## src/rtl/ssd_driver_pkg.sv

```systemverilog
// Shared FSM encodings, segment patterns and BCD helpers for the 4-digit display driver.
package ssd_driver_pkg;

  localparam int BIN_W        = 13;
  localparam int BCD_W        = 16;
  localparam int SHIFT_CYCLES = 13;

  typedef enum logic [1:0] {
    ST_IDLE  = 2'd0,
    ST_SHIFT = 2'd1,
    ST_DONE  = 2'd2
  } conv_state_t;

  // Active-low, bit order {g,f,e,d,c,b,a}
  localparam logic [6:0] SEG_D0    = 7'b1000000;
  localparam logic [6:0] SEG_D1    = 7'b1111001;
  localparam logic [6:0] SEG_D2    = 7'b0100100;
  localparam logic [6:0] SEG_D3    = 7'b0110000;
  localparam logic [6:0] SEG_D4    = 7'b0011001;
  localparam logic [6:0] SEG_D5    = 7'b0010010;
  localparam logic [6:0] SEG_D6    = 7'b0000010;
  localparam logic [6:0] SEG_D7    = 7'b1111000;
  localparam logic [6:0] SEG_D8    = 7'b0000000;
  localparam logic [6:0] SEG_D9    = 7'b0010000;
  localparam logic [6:0] SEG_BLANK = 7'b1111111;

  function automatic logic [6:0] seg_decode(input logic [3:0] d);
    case (d)
      4'd0:    return SEG_D0;
      4'd1:    return SEG_D1;
      4'd2:    return SEG_D2;
      4'd3:    return SEG_D3;
      4'd4:    return SEG_D4;
      4'd5:    return SEG_D5;
      4'd6:    return SEG_D6;
      4'd7:    return SEG_D7;
      4'd8:    return SEG_D8;
      4'd9:    return SEG_D9;
      default: return SEG_BLANK;
    endcase
  endfunction

  // Double-dabble correction: any nibble >= 5 gets +3 before the shift
  function automatic logic [BCD_W-1:0] dabble_adj(input logic [BCD_W-1:0] bcd);
    logic [BCD_W-1:0] r;
    r = bcd;
    for (int i = 0; i < BCD_W / 4; i++)
      if (r[i*4 +: 4] >= 4'd5) r[i*4 +: 4] = r[i*4 +: 4] + 4'd3;
    return r;
  endfunction

endpackage

```

## src/rtl/bin2bcd.sv

```systemverilog
// Sequential 13-bit binary to 4-digit BCD converter; result register updates in DONE.
module bin2bcd
  import ssd_driver_pkg::*;
(
  input  logic                clk,
  input  logic                rst,
  input  logic [BIN_W-1:0]    bin_i,
  output logic [BCD_W-1:0]    bcd_o,
  output logic                busy_o
);

  conv_state_t             state;
  logic [BIN_W-1:0]        bin_r;
  logic [BIN_W-1:0]        last_r;
  logic [BCD_W-1:0]        acc;
  logic [3:0]              cnt;
  logic                    force_r;
  logic [BCD_W+BIN_W-1:0]  shifted;

  assign shifted = {dabble_adj(acc), bin_r} << 1;

  always_ff @(posedge clk) begin
    if (rst) begin
      state   <= ST_IDLE;
      force_r <= 1'b1;
      acc     <= '0;
      bcd_o   <= '0;
      bin_r   <= '0;
      last_r  <= '0;
      cnt     <= '0;
      busy_o  <= 1'b0;
    end else begin
      case (state)
        ST_IDLE: begin
          if (force_r || (bin_i != last_r)) begin
            last_r  <= bin_i;
            bin_r   <= bin_i;
            force_r <= 1'b0;
            acc     <= '0;
            cnt     <= '0;
            busy_o  <= 1'b1;
            state   <= ST_SHIFT;
          end
        end
        ST_SHIFT: begin
          // 13 shift cycles, then one hold cycle so DONE commits on capture+15
          if (cnt < 4'(SHIFT_CYCLES)) begin
            {acc, bin_r} <= shifted;
            cnt          <= cnt + 4'd1;
          end else begin
            state <= ST_DONE;
          end
        end
        ST_DONE: begin
          bcd_o  <= acc;
          busy_o <= 1'b0;
          state  <= ST_IDLE;
        end
        default: begin
          busy_o <= 1'b0;
          state  <= ST_IDLE;
        end
      endcase
    end
  end

endmodule

```

## src/rtl/ssd_driver.sv

```systemverilog
// 4-digit multiplexed 7-segment driver with on-the-fly binary-to-BCD conversion.
// Define SSD_LZB_EN to blank leading zero digits (digit 0 always shown).
module ssd_driver
  import ssd_driver_pkg::*;
#(
  parameter int REFRESH_DIV = 100000
) (
  input  logic              clk,
  input  logic              rst,
  input  logic [BIN_W-1:0]  value_i,
  output logic [3:0]        anode_o,
  output logic [6:0]        seg_o,
  output logic              busy_o
);

  localparam int DIV_W = (REFRESH_DIV > 2) ? $clog2(REFRESH_DIV) : 1;

  logic [DIV_W-1:0] div_cnt;
  logic [1:0]       idx;
  logic [BCD_W-1:0] disp;
  logic [3:0]       nib;
  logic             blank;

  bin2bcd u_conv (
    .clk    (clk),
    .rst    (rst),
    .bin_i  (value_i),
    .bcd_o  (disp),
    .busy_o (busy_o)
  );

  assign nib = disp[{idx, 2'b00} +: 4];

`ifdef SSD_LZB_EN
  logic [BCD_W-1:0] upper;
  // Digit is a leading zero when it and everything above it are zero
  assign upper = disp >> {idx, 2'b00};
  assign blank = (idx != 2'd0) && (upper == '0);
`else
  assign blank = 1'b0;
`endif

  always_ff @(posedge clk) begin
    if (rst) begin
      div_cnt <= '0;
      idx     <= 2'd0;
      anode_o <= 4'b1110;
      seg_o   <= SEG_D0;
    end else begin
      if (div_cnt == DIV_W'(REFRESH_DIV - 1)) begin
        div_cnt <= '0;
        idx     <= idx + 2'd1;
      end else begin
        div_cnt <= div_cnt + DIV_W'(1);
      end
      anode_o <= ~(4'b0001 << idx);
      seg_o   <= blank ? SEG_BLANK : seg_decode(nib);
    end
  end

endmodule

```

## config.mk

```make
export PLATFORM = sky130hd
export DESIGN_NAME = ssd_driver
export DESIGN_NICKNAME = d
export VERILOG_FILES = /design/src/rtl/ssd_driver_pkg.sv /design/src/rtl/bin2bcd.sv /design/src/rtl/ssd_driver.sv
export SDC_FILE = /design/constraint.sdc
export NUM_CORES = 1
export LEC_CHECK = 0
export ABC_AREA = 1
export CORE_ASPECT_RATIO = 0.75
export CORE_MARGIN = 2
export CORE_UTILIZATION = 59
export DETAILED_ROUTE_END_ITERATION = 10
export PLACE_DENSITY = 0.81
export SKIP_CTS_REPAIR_TIMING = 1
export SYNTH_ARGS = -nofsm -noshare
export SYNTH_HDL_FRONTEND = slang
export SYNTH_SLANG_ARGS = --single-unit
```

## constraint.sdc

```tcl
create_clock -name clk -period 2.1 [get_ports clk]
set_input_delay 0.42 -clock clk [delete_from_list [all_inputs] [get_ports clk]]
set_output_delay 0.42 -clock clk [all_outputs]
set_load 0.02 [all_outputs]
```

Word level (Yosys, flattened, before mapping). Memory sizes are Yosys's and may differ from the RTL's. A register that Yosys moved wholly into a read port is not among the register bits. Cells that the tools add are included.

Multiply operators: 0. Divide/modulo/power cells: 0. Add/subtract/negate cells: 7. Multiplexer cells: 18. Reduce and logical (&&, ||, !) cells: 8. Magnitude comparators: 5. Shift operators: 2. Equality and inequality tests: 7. Bitwise operators: 2.

Operators by type and width (number): 16-bit 2-to-1 mux (2); 16-bit one-hot mux with 2 select lines (1); 13-bit 2-to-1 mux (2); 13-bit one-hot mux with 2 select lines (1); 4-bit 2-to-1 mux (5); 17-bit by 1-bit adder with 17-bit output (second input constant) (1); 17-bit equality test (second input constant) (1); 4-bit by 3-bit greater-or-equal comparator with 1-bit output (second input constant) (4); 16-bit by 5-bit indexed part select with 4-bit output (1); 13-bit inequality test (1); 4-bit by 2-bit adder with 4-bit output (second input constant) (3); 4-bit one-hot mux with 2 select lines (1); 2-bit AND reduction (3); 4-bit by 1-bit adder with 4-bit output (second input constant) (1); 4-bit < comparator (second input constant) (1); 2-bit 2-to-1 mux (2); 2-bit by 1-bit inequality test with 1-bit output (second input constant) (2); 4-bit inverter (1); 2-bit one-hot mux with 2 select lines (1); 1-bit by 2-bit left shift with 4-bit output (first input constant) (1); 3-bit by 2-bit adder with 3-bit output (second input constant) (1); 3-bit 2-to-1 mux (1); 3-bit AND reduction (1); 2-bit by 1-bit adder with 2-bit output (second input constant) (1); 10 further kinds (10).

Output and inout port bits: 12. Logic and storage cells: 61. Register bits after elaboration: 89. RAM bits: 0. Input port bits: 15. ROM bits: 112. Memories kept: 1. Latch bits: 0.

Memories: (name not given) (words 16, bits a word 7, read ports 1, clocked after Yosys merged registers in 1, write ports 0, line ssd_driver_pkg.sv:28) `case (d)`.

Depth between registers and ports, before layout. Gate-level depths: netlist of run 1.

Depth after elaboration: 4. Depth in mapped cells: 13. Gate-level depth less buffers: 12.

Hierarchy. From an unflattened synthesis of run 1, not the netlist that was laid out.

Cell total of the unflattened synthesis: 697. Area total of the unflattened synthesis: 4976.0 um^2.

Modules (own cells, without submodules): bin2bcd (cells each 483, area an instance 3348.2 um^2, seq. area each 1321.3 um^2, instances 1); ssd_driver (cells each 214, area an instance 1627.8 um^2, seq. area each 600.6 um^2, instances 1).

Worst setup path before layout of run 1. No wires, ideal clock.

Path type: flip-flop to flip-flop. From: register idx[0]. To: register seg_o[6]. Data required time: 1.968 ns. Setup time: 0.132 ns. Clock period less this slack: 1.539 ns. Arrival: 1.408 ns. Stages on the path, launching flop included: 11. Slack: 0.561 ns. Buffers on the path: 0. Cell sequence: dfxtp_1 clkinv_1 nand2_1 nand3_1 nand2_1 inv_1 ha_1 o21ai_0 inv_1 nand2_1 nand3_1.

Cells in the longest elaborated chain, start to end: 1.

Ends and longest elaborated chain: start: declaration (line ssd_driver.sv:19) `logic [1:0] idx;`; start signal: assignment (line ssd_driver.sv:52) `idx <= idx + 2'd1;`; 16-bit by 5-bit indexed part select with 4-bit output (line ssd_driver.sv:32) `assign nib = disp[{idx, 2'b00} +: 4];`; end: declaration (line ssd_driver.sv:12) `output logic [6:0] seg_o,`.

Every way passes these cells. A chain may end at the register's enable or synchronous reset.

Worst setup path in the final report of run 1.
From: input value_i[0]. To: register u_conv.acc[7].

Cells in the longest elaborated chain, start to end: 4.

Ends and longest elaborated chain: start: declaration (line ssd_driver.sv:10) `input logic [BIN_W-1:0] value_i,`; 13-bit inequality test (line bin2bcd.sv:35) `if (force_r || (bin_i != last_r)) begin`; 1-bit logical OR (line bin2bcd.sv:35); 2-bit by 1-bit inequality test with 1-bit output (no source line); 3-bit AND reduction (no source line); end signal: assignment (line bin2bcd.sv:48) `{acc, bin_r} <= shifted;`; end: declaration (line bin2bcd.sv:15) `logic [BCD_W-1:0] acc;`.

Every way passes these cells.

==> run_results.csv, run 1 <==
group,metric,value,unit
run_status,status,"finished clean",
timing,worstMarginPinSlew,0.706,ns
grt,grt_pass1_wl,17200,um
grt,grt_pass1_vias,3831,
critical_path,cp-start-kind,"input pin",
timing,clock_skew,0.00973,ns
yosys,yosysWarnings,0,
layout,fin_nets,740,
drt,ant_nets,0,
drt,firstDrtPassIters,5,
layout,drive_above_1_share,9.01,%
yosys,yosysTopAreaCellShare,41.3,%
critical_path,reg2reg_slack,0.30,ns
floorplan,die_area,0.00862,mm2
critical_path,endpoint,"u_conv.acc[7]$_SDFFE_PP0P_",
critical_path,required,2.41,ns
critical_path,r2r-start,"u_conv.last_r[7]$_SDFFE_PP0P_",
cts,tritoncts,"built",
grt,use_met2,42.4,%
min_path,hold_path_startpoint,"u_conv.bin_r[0]$_SDFFE_PP0P_",
cts,cts_buffers,9,
drt,totalWireLength,10000,um
power,powerDensity,662,mW/mm2
cts,cts.path.max_buffers,2,
timing,setup_violations,0,
drt,route.detailed.drc,0,
timing,min_period_over_period,93.0,%
layout,antenna_cells,0,
timing,max_freq,512,MHz
grt,gr-usage-met3,5.54,%
min_path,min_path_type,"reg2reg",
drt,viasPerCell,5.15,
timing,maxSlewHeadroom,52.8,%
grt,grtUsageMet1,32.1,%
drt,num_vias,4197,
layout,fillers,658,
grt,antenna_found_initial,0,
cts,clock_latency,0.37,ns
grt,grt_max_degree,29,
cts,root_buffer,"clkbuf_8",
yosys,synth_edf_count,0,
timing,setup_ws,0.147,ns
floorplan,die_h,80.9,um
yosys,yosys.area.top_type,"dfxtp_1",
yosys,syn_inst,664,
layout,finish.utilization,68.7,%
grt,gr-max-usage-layer,"met2",
placed_design,gp_congestion,0.838,
cts,clkTransAtPathRegs,0.09,ns
drt,first_iter_violations,259,
yosys,synth_commonest_cells,"nand2_1 (213), dfxtp_1 (96), inv_1 (68)",
critical_path,startpoint,"value_i[0]",
critical_path,crit_path_end_kind,"flip-flop",
critical_path,arrival,2.26,ns
yosys,netlist_area,0.00465,mm2
floorplan,core-area,0.00778,mm2
placed_design,numPortBuffers,26,
yosys,syn-num-nets,699,
placed_design,dp_hpwl,7150,um
yosys,yosysUniqueCellTypes,37,
floorplan,start_util,59.8,%
yosys,ys_seq_elements,96,
floorplan,row_count,28,
grt,overflow,0,
yosys,syn_avg_cell_area,7.01,um2
timing,hold_violations,0,
critical_path,regToRegEndpoint,"u_conv.acc[7]$_SDFFE_PP0P_",
flow_run,cap_violations,0,
placed_design,preCtsSetupSlack,-0.229,ns
power,p_leak,2.37,nW
critical_path,ff2ff_path_depth,9,
yosys,async_flop_share,0,%
floorplan,die_w,107,um
grt,grt.total_usage,24.7,%
timing,period_minus_slack,1.95,ns
timing,slew_viol_final,0,
cts,cts_num_sinks,96,
yosys,ys_seq_area_share,41.3,%
floorplan,boundaryPins,27,
critical_path,worstSetupPathType,"in2reg",
cts,htreeDepth,3,
yosys,synth_area_leaders,"dfxtp_1 (41%), nand2_1 (17%), a21oi_1 (5.7%), inv_1 (5.5%), ha_1 (5.4%)",
timing,rsz0062_at_grt,"false",
critical_path,cp_max_fo,27,
power,vdd_ir_drop_max,537,uV
yosys,synth_ff_type,"dfxtp_1",
drt,wl_per_cell,12.3,um
yosys,synth.most_common_cell,"nand2_1",
layout,area_growth,14.9,%
power,p_total,3.54,mW
## flip-flops by register name (all words and copies together), names as in the netlist
name / flops
u_conv.busy_o: 1
u_conv.bcd_o: 16
anode_o: 4
u_conv.state: 2
div_cnt: 17
u_conv.cnt: 4
idx: 2
seg_o: 7
u_conv.acc: 16
u_conv.last_r: 13
u_conv.bin_r: 13
u_conv.force_r: 1
## placed cells by master, fill, tap and decap left out, drive strengths merged
master	count
clkdlybuf4s50	26
and3	2
a31oi	3
nor3b	1
a21oi	54
o21ai	42
nor3	17
a211oi	2
inv	75
o211ai	1
clkbuf	9
nand2	217
bufinv	2
xor2	11
nand4	4
ha	20
dfxtp	96
clkinv	3
buf	26
nor2	52
or2	5
clkinvlp	3
nor4	4
nand3	35
## how the worst min path moves through the flow
stage,end,slack (ns),cells past startpoint
floorplan,div_cnt[0]$_SDFF_PP0_,0.41,1
global placement,div_cnt[0]$_SDFF_PP0_,0.43,1
detailed placement,u_conv.bin_r[2]$_SDFFE_PP0P_,0.44,2
CTS,div_cnt[0]$_SDFF_PP0_,0.46,1
global route,u_conv.bin_r[1]$_SDFFE_PP0P_,0.48,2
finish,u_conv.bin_r[0]$_SDFFE_PP0P_,0.45,2
## power by group
part,switching [mW],total (mW),leakage (nW),internal (mW)
Clock,0.659,1.33,0.101,0.670
Combinational,0.183,0.309,1.49,0.126
Sequential,0.0324,1.90,0.781,1.87
Total,0.874,3.54,2.37,2.66
## per-stage QoR
stage | instances | setup TNS (ns) | area, um2 | hold slack [ns]
final | 815 | 0 | 5350 | 0.455
after global routing | 815 | 0 | 5350 | 0.478
after CTS | 815 | 0 | 5350 | 0.458
after detailed placement | 799 | -4.99 | 5120 | 0.440
after global placement | 799 | -4.17 | 5120 | 0.427
after floorplan | 664 | 0 | 4650 | 0.413
## kinds of logic (layout without fill, tap and decap cells)
group	count (synthesis)	after routing	synth area share (%)
AND/OR/NAND/NOR	337	337	30.8
AO/OA/AOI/OAI	102	102	11.5
buffers and inverters	98	144	8.96
flip-flops	96	96	41.3
adder cells (fa/ha/maj)	20	20	5.38
XOR/XNOR	11	11	2.07
## area by class of cell
class / count / area, um2 / area share, %
tap: 105 / 131 / 2.46
multi-input combinational: 470 / 2310 / 43.3
timing repair buffer: 52 / 468 / 8.75
inverter: 76 / 290 / 5.43
clock buffer: 9 / 124 / 2.32
clock inverter: 7 / 96.3 / 1.80
sequential: 96 / 1920 / 36.0
## worst max-delay path, cell delays in order
cell	delay (ns)
clkdlybuf4s50_1	0.47
inv_1	0.05
or2_0	0.19
nand3_1	0.09
nor2_2	0.06
nand2_4	0.09
nand2_8	0.06
a21oi_4	0.58
nand2_1	0.13
nand2_1	0.11
## metal layers
metal / vias up / wire [um] / share of wire (%)
met3: 7 / 507 / 5.1
met4: 0 / 68 / 0.68
li1: 2180 / - / -
met5: - / 0 / 0
met1: 1917 / 4820 / 48
met2: 93 / 4620 / 46
No activity file was read; power rests on OpenSTA's default activity.
==> run 2: changes to the inputs <==
MAX_ROUTING_LAYER = met4   (was unset)
==> run 2 against run 1 <==
  * Clock skew increased by 0.0010 ns
  * Combinational power barely moved
  * Global-route usage is 0.74 points higher
  * Flip-flop and latch count unchanged
  * Core utilization unchanged
  * Critical path depth did not move
  * Via count fell by 0.12%
  * Non-clock buffer count is the same
  * Sequential share of layout area unchanged
  * Clock power about the same
  * First-iteration DRC count rose by 0.39%
  * Cell area stayed put
==> run_results.csv, run 2 (synthesis results as in run 1) <==
group,metric,value,unit
drt,first_iter_violations,260,
floorplan,die_h,80.9,um
timing,period_minus_slack,1.96,ns
drt,wl_per_cell,12.3,um
timing,rsz0062_at_grt,"false",
grt,grtUsageMet1,32.1,%
critical_path,startpoint,"value_i[0]",
layout,area_growth,14.9,%
layout,largest_reg_flops,17,
critical_path,cpPeakStageDelay,0.59,ns
layout,layout_commonest_cell,"nand2_1",
grt,overflow,0,
drt,num_vias,4192,
grt,grt.total_usage,25.5,%
critical_path,cp_max_fo,27,
cts,cts.path.max_buffers,2,
layout,multi_input_area,0.00231,mm2
timing,min_period_over_period,93.1,%
critical_path,crit_chain,"clkdlybuf4s50_1, inv_1, or2_0, nand3_1, nor2_2, nand2_4, nand2_8, a21oi_4, nand2_1, nand2_1",
grt,gr-max-usage-layer,"met2",
floorplan,start_util,59.8,%
critical_path,crit_buf_inv,2,
floorplan,die_area,0.00862,mm2
drt,route.detailed.drc,0,
layout,regMostFlops,"div_cnt",
min_path,min_path_type,"reg2reg",
cts,clkTransAtPathRegs,0.09,ns
timing,clock_skew,0.0107,ns
timing,slew_viol_final,0,
drt,ant_nets,0,
cts,clock_latency,0.37,ns
grt,grt_pass1_vias,3833,
layout,drive_above_1_share,9.01,%
cts,cts_num_sinks,96,
cts,htreeDepth,3,
power,p_leak,2.37,nW
critical_path,arrival,2.27,ns
cts,cts_buffers,9,
floorplan,row_count,28,
floorplan,die_w,107,um
power,pwr-share-clk,37.6,%
placed_design,numPortBuffers,26,
critical_path,r2r-start,"u_conv.last_r[7]$_SDFFE_PP0P_",
power,internal-power,2.66,mW
power,vdd_ir_drop_max,538,uV
timing,max_freq,512,MHz
placed_design,dp_hpwl,7150,um
power,seqPwrFrac,53.7,%
power,p_comb_share,8.7,%
drt,viasPerCell,5.14,
layout,final_cell_mix,"nand2_1 (213), dfxtp_1 (95), inv_1 (68)",
grt,grt_pass1_wl,17200,um
power,switchingPower,0.877,mW
layout,finish.utilization,68.7,%
grt,gr-usage-met3,5.54,%
flow_run,cap_violations,0,
timing,setup_violations,0,
cts,tritoncts,"built",
grt,grt_max_degree,29,
grt,antenna_found_initial,0,
floorplan,core-area,0.00778,mm2
layout,register_area,0.00192,mm2
layout,fin_nets,740,
timing,maxSlewHeadroom,52.5,%
placed_design,dpl_cell_area,0.00512,mm2
min_path,hold_path_startpoint,"u_conv.bin_r[0]$_SDFFE_PP0P_",
power,swShare,24.8,%
critical_path,crit_path_end_kind,"flip-flop",
layout,antenna_cells,0,
layout,biggestRegsByFlops,"div_cnt: 17 flops, u_conv.acc: 16 flops, u_conv.bcd_o: 16 flops",
critical_path,critPathMostFrequentCell,"nand2_1",
drt,totalWireLength,10000,um
cts,root_buffer,"clkbuf_8",
timing,setup_ws,0.145,ns
placed_design,preCtsSetupSlack,-0.229,ns
layout,fin_area,0.00535,mm2
placed_design,gp_congestion,0.851,
critical_path,required,2.41,ns
power,powerDensity,662,mW/mm2
layout,fillers,658,
timing,hold_violations,0,
critical_path,worstSetupPathType,"in2reg",
timing,worstMarginPinSlew,0.711,ns
grt,use_met2,42.4,%
critical_path,critical_path.top_delay_family,"simple AND/OR/NAND/NOR gates",
drt,firstDrtPassIters,5,
run_status,status,"finished clean",
critical_path,slowest_stage,"a21oi_4",
floorplan,boundaryPins,27,
critical_path,cp-start-kind,"input pin",
timing,tns,0,ns
## run 2: final timing paths
kind / depth (start not counted) / slack [ns] / to
worst min-delay path: 2 / 0.45 / u_conv.bin_r[0]$_SDFFE_PP0P_
worst min register to register: 2 / 0.45 / u_conv.bin_r[0]$_SDFFE_PP0P_
worst max register to register: 9 / 0.29 / u_conv.acc[7]$_SDFFE_PP0P_
worst max-delay path: 10 / 0.14 / u_conv.acc[7]$_SDFFE_PP0P_
## run 2: cell type report
class                      instances  area share, %
inverter                          76           5.43
tap                              105           2.46
sequential                        96           36.0
clock inverter                     7           1.80
multi-input combinational        470           43.3
clock buffer                       9           2.32
timing repair buffer              52           8.75
## run 2: routing by layer
metal / vias up / wire (um)
met5: - / 0
met4: 0 / 59
met3: 7 / 452
met2: 82 / 4630
met1: 1923 / 4890
li1: 2180 / -
## run 2: metrics by stage
stage | instances | power (mW) | hold WS [ns]
after floorplan | 664 | 2.14 | 0.413
after global placement | 799 | 2.24 | 0.427
after detailed placement | 799 | 2.25 | 0.440
after CTS | 815 | 3.56 | 0.458
after global routing | 815 | 3.68 | 0.478
final | 815 | 3.54 | 0.455
## run 2: power groups by stage
stage               combinational (mW)  clock (mW)  sequential [mW]
finish                           0.309        1.33             1.90
global route                     0.347        1.43             1.91
CTS                              0.308        1.35             1.90
detailed placement               0.308           0             1.94
global placement                 0.299           0             1.94
floorplan                        0.200           0             1.94
## run 2: worst register-to-register path: stages (launching register included)
cell     delay, ns
dfxtp_1       0.37
inv_1         0.06
or2_1         0.20
nand3_1       0.08
nor2_2        0.06
nand2_4       0.09
nand2_8       0.06
a21oi_4       0.59
nand2_1       0.14
nand2_1       0.11
